### src/rtl/serial_subtractor.sv
// -----------------------------------------------------------------------------
// serial_subtractor
//
// Bit-serial WIDTH-bit subtractor. Operands are captured on a start request
// taken in IDLE and are then processed LSB-first, one bit per clock, through a
// single full-subtractor cell with a registered borrow. When the last bit has
// been processed, the difference, borrow-out and signed overflow are loaded
// into output registers and done pulses for one cycle.
//
// Ports:
//   clk    in   rising-edge clock
//   rst_n  in   asynchronous active-low reset (aborts any operation in flight)
//   start  in   operation request, sampled only in IDLE
//   a      in   WIDTH-bit minuend
//   b      in   WIDTH-bit subtrahend
//   bin    in   borrow-in
//   busy   out  high while an operation is in progress
//   done   out  one-cycle pulse; d/bout/ovf are valid from this cycle on
//   d      out  WIDTH-bit difference, held until the next completion
//   bout   out  borrow-out (unsigned underflow)
//   ovf    out  signed two's-complement overflow
// -----------------------------------------------------------------------------
module serial_subtractor #(
  parameter int WIDTH = 8
) (
  input  logic             clk,
  input  logic             rst_n,
  input  logic             start,
  input  logic [WIDTH-1:0] a,
  input  logic [WIDTH-1:0] b,
  input  logic             bin,
  output logic             busy,
  output logic             done,
  output logic [WIDTH-1:0] d,
  output logic             bout,
  output logic             ovf
);

  localparam int             CW   = $clog2(WIDTH + 1);
  localparam logic [CW-1:0]  LAST = CW'(WIDTH - 1);

  typedef enum logic [1:0] {
    IDLE  = 2'd0,
    SHIFT = 2'd1,
    DONE  = 2'd2
  } state_t;

  state_t           state_q;
  logic [WIDTH-1:0] a_q;      // minuend, shifted right each SHIFT cycle
  logic [WIDTH-1:0] b_q;      // subtrahend, shifted right each SHIFT cycle
  logic [WIDTH-1:0] res_q;    // partial difference, filled from the MSB end
  logic             br_q;     // borrow into the current bit
  logic [CW-1:0]    cnt_q;    // index of the bit being processed
  logic             sa_q;     // sign of a captured at start
  logic             sb_q;     // sign of b captured at start
  logic             busy_q;
  logic             done_q;
  logic [WIDTH-1:0] d_q;
  logic             bout_q;
  logic             ovf_q;

  // Full-subtractor cell on the current LSBs.
  logic             diff_d;
  logic             br_d;
  logic [WIDTH-1:0] res_d;

  assign diff_d = a_q[0] ^ b_q[0] ^ br_q;
  assign br_d   = (~a_q[0] & b_q[0]) | (~a_q[0] & br_q) | (b_q[0] & br_q);
  // After WIDTH shifts the first-processed bit (LSB) has reached bit 0.
  assign res_d  = {diff_d, res_q[WIDTH-1:1]};

  // NOTE: all state lives in one clocked block using non-blocking assignments,
  // so every register samples pre-edge values regardless of statement order.
  always_ff @(posedge clk or negedge rst_n) begin
    if (!rst_n) begin
      state_q <= IDLE;
      a_q     <= '0;
      b_q     <= '0;
      res_q   <= '0;
      br_q    <= 1'b0;
      cnt_q   <= '0;
      sa_q    <= 1'b0;
      sb_q    <= 1'b0;
      busy_q  <= 1'b0;
      done_q  <= 1'b0;
      d_q     <= '0;
      bout_q  <= 1'b0;
      ovf_q   <= 1'b0;
    end else begin
      done_q <= 1'b0;
      unique case (state_q)
        IDLE: begin
          if (start) begin
            a_q     <= a;
            b_q     <= b;
            sa_q    <= a[WIDTH-1];
            sb_q    <= b[WIDTH-1];
            br_q    <= bin;
            cnt_q   <= '0;
            busy_q  <= 1'b1;
            state_q <= SHIFT;
          end
        end

        SHIFT: begin
          a_q   <= a_q >> 1;
          b_q   <= b_q >> 1;
          res_q <= res_d;
          br_q  <= br_d;
          cnt_q <= cnt_q + CW'(1);
          if (cnt_q == LAST) begin
            // Last bit: diff_d is the result sign bit.
            d_q     <= res_d;
            bout_q  <= br_d;
            ovf_q   <= (sa_q != sb_q) && (diff_d != sa_q);
            busy_q  <= 1'b0;
            done_q  <= 1'b1;
            state_q <= DONE;
          end
        end

        DONE: begin
          state_q <= IDLE;
        end

        default: begin
          state_q <= IDLE;
        end
      endcase
    end
  end

  assign busy = busy_q;
  assign done = done_q;
  assign d    = d_q;
  assign bout = bout_q;
  assign ovf  = ovf_q;

endmodule

### config.mk
export PLATFORM = sky130hd
export DESIGN_NAME = serial_subtractor
export DESIGN_NICKNAME = d
export VERILOG_FILES = /design/src/rtl/serial_subtractor.sv
export SDC_FILE = /design/constraint.sdc
export NUM_CORES = 1
export LEC_CHECK = 0
export CAP_MARGIN = 20
export CORE_MARGIN = 2
export CORE_UTILIZATION = 30
export CTS_CLUSTER_DIAMETER = 50
export DETAILED_ROUTE_END_ITERATION = 6
export SLEW_MARGIN = 20
export SYNTH_ARGS = -nofsm -noshare
export SYNTH_HDL_FRONTEND = slang
export SYNTH_SLANG_ARGS = --single-unit
### constraint.sdc
create_clock -name clk -period 2.8 [get_ports clk]
set_input_delay 0.42 -clock clk [delete_from_list [all_inputs] [get_ports clk]]
set_output_delay 0.42 -clock clk [all_outputs]
set_load 0.05 [all_outputs]
==> results.yml <==
timing:
  fmax_mhz: 528.9
  hold_violations: 0
  finalMaxSlewViolations: 0
  setup_slack_ns: 0.9093
  finalSetupTns_ns: 0
  worst-slew-pin-transition_ns: 0.6078
  fin_crit_ns: 1.891
  period_share_pct: 67.53
  slew_headroom_pct: 59.48
  rsz0062_at_grt: "false"
  setup_viol: 0
  skew_ns: 0.003515
floorplan:
  initial_core_util_pct: 31.50
  design.portCount: 32
  fp.dieW_um: 83.54
  row_count: 28
  dieArea_mm2: 0.006979
  die_height_um: 83.54
  core_area_mm2: 0.006026
final_layout:
  multi_input_area_um2: 720.7
  syn2layout_area_growth_pct: 25.97
  drive_gt1_share_pct: 17.99
  seq_area_mm2: 0.001101
  nNetsFinal: 210
  diodes: 0
  num-fill-cells: 584
  final_util_pct: 39.68
cts:
  postCtsSetupBuffers: 0
  path_clk_slew_ns: 0.08
  cts_hold_buf: 0
  clk_root_buffer_cell: "clkbuf_8"
  clock_latency_ns: 0.29
  htreeDepth: 2
  cts_made_buffers: 5
  cts_buffer_depth: 2
  cts_tree: "built"
  clock_sinks: 44
  ctsResizeCount: 0
route:
  drc: 0
  vias: 1264
  first_pass_iters: 6
  vias_per_cell: 4.788
  antenna_left: 0
  wl_mm: 3.649
  drt_iter0_drc: 92
  wl_per_cell_um: 13.82
power_and_ir_drop:
  power.total_mw: 2.629
  p_leak_nw: 0.9996
  power.density_mw_per_mm2: 1100
  max-vdd-ir-drop_v: 0.0004042
outcome:
  outcome: "finished clean"
logic_synthesis:
  synth-seq-area-share_pct: 58.01
  synth_cells: 155
  synth_area_mm2: 0.001898
  ys_types: 31
  ys_ff_latch: 44
  synthXorXnorAreaFrac_pct: 0
  synth.area.mux_share_pct: 12.59
  synth_nets: 177
  synth_compound_area_share_pct: 14.17
  synthAdderAreaFrac_pct: 1.714
  avgSynthCellArea_um2: 12.25
  synth_warnings: 0
  synth-simple-area-share_pct: 9.492
  synth_top_family_by_area: "compound AO/OA/AOI/OAI gates"
grt:
  grt_pass1_vias: 1223
  antenna_found_initial: 0
  grt_pass1_wl_mm: 6.265
  grt_max_degree: 45
  grt.total_usage_pct: 11.27
  overflow: 0
setup_path:
  worst-path-buf-inv: 1
  criticalPathCategory: "flip-flop to output port"
  cp_data_arrival_time_ns: 1.47
  required_ns: 2.38
  max_stage_delay_ns: 0.81
  crit_chain: "clkdlybuf4s50_1"
  cp-start-kind: "flip-flop"
  cp_slowest_cell: "clkdlybuf4s50_1"
  critPathTopFamily: "buffers and inverters"
  endpoint_kind: "output port"
  cp_max_fo: 2
place:
  gp_congestion: 0.7613
  hpwl_mm: 2.418
  preCtsSetupSlack_ns: 0.9364
  portBuffers: 31
job:
  drv_cap: 0
worst_hold_path:
  min_path_type: "input pin to asynchronous set/reset pin"
## Yosys cell counts
cell type	count	area share, %
dfrtp_1	44	58
nor3_1	1	0.26
nor2b_1	2	0.66
nand2b_1	1	0.33
o21bai_1	2	0.79
a31oi_1	1	0.33
a22o_1	2	0.92
ha_1	1	0.66
nand2_1	20	4.0
a22oi_1	13	5.1
mux2_2	11	6.5
a32o_1	1	0.53
and3b_1	2	0.92
inv_1	5	0.99
buf_4	2	0.79
nor3b_2	1	0.66
mux2i_1	1	0.53
nand3_1	2	0.53
o21ai_0	19	5.0
nor3_4	1	0.86
fa_1	1	1.1
o311ai_0	1	0.46
a21oi_1	2	0.53
buf_6	1	0.59
buf_2	4	1.1
nand2b_4	1	0.72
clkbuf_1	3	0.59
nor2_1	1	0.20
a41oi_1	1	0.46
mux2_4	7	5.5
nand3b_1	1	0.40
## final timing paths
path | startpoint | to | slack (ns) | cells past startpoint
hold / removal | rst_n | cnt_q[1] | 0.09 | 1
max in group asynchronous | rst_n | d[7] | 2.23 | 2
setup reg to reg | state_q[1] | d[1] | 0.97 | 4
setup / recovery | d[0] | d[0] | 0.91 | 1
hold reg to reg | b_q[1] | b_q[1] | 0.48 | 2
min in group clk | b_q[1] | b_q[1] | 0.48 | 2
## power by group
part | internal [mW] | switching, mW
Combinational | 0.513 | 0.605
Sequential | 0.904 | 0.191
Clock | 0.201 | 0.215
Total | 1.62 | 1.01
## state kept, by name (all words and copies together) (netlist names), 2 cells and up
name and count:
cnt_q 4, a_q 8, b_q 8, res_q 7, state_q 2, d 8
## area by class of cell
class                           count  area share [%]
Sequential cell                    44           46.05
Multi-Input combinational cell     96           30.14
Timing Repair Buffer               36           15.18
Tap cell                           75           3.925
Clock buffer                        7           3.611
Inverter                            5          0.7849
Clock inverter                      1          0.3140
## cell families after synthesis
logic type	Yosys count
AOI/OAI and AO/OA	42
and+or+nand+nor	33
muxes	19
adders and majority gates	2
buffers and inverters	15
DFF	44
## per-stage QoR
step           cell area (um2)  std cells  hold slack (ns)
6_report                  2391        264          0.08569
5_1_grt                   2391        264           0.1244
4_1_cts                   2364        263           0.3074
3_5_place_dp              2270        255           0.4709
3_3_place_gp              2270        255           0.4670
2_1_floorplan             1898        155           0.1244
## placed cells by master, fill, tap and decap left out, types with 2 or more instances in the layout
cell type / synthesis / routed
mux2_2: 11 / 11
o21ai_0: 19 / 19
a22o_1: 2 / 2
clkdlybuf4s50_1: 0 / 30
buf_4: 2 / 4
mux2_4: 7 / 7
and3b_1: 2 / 2
a21oi_1: 2 / 2
o21bai_1: 2 / 2
nand3_1: 2 / 2
nor2b_1: 2 / 2
inv_1: 5 / 5
dfrtp_1: 44 / 44
nand2_1: 20 / 20
clkbuf_8: 0 / 6
a22oi_1: 13 / 13
## per-layer routing
layer / global-route usage [%] / share of wire (%) / vias up
li1: - / - / 619
met1: 15.80 / 49 / 612
met2: 16.28 / 45 / 27
met3: 3.462 / 4.5 / 6
met4: 4.399 / 1.7 / 0
met5: 0 / 0 / -
Note: power is estimated with default switching activity, not from simulation.
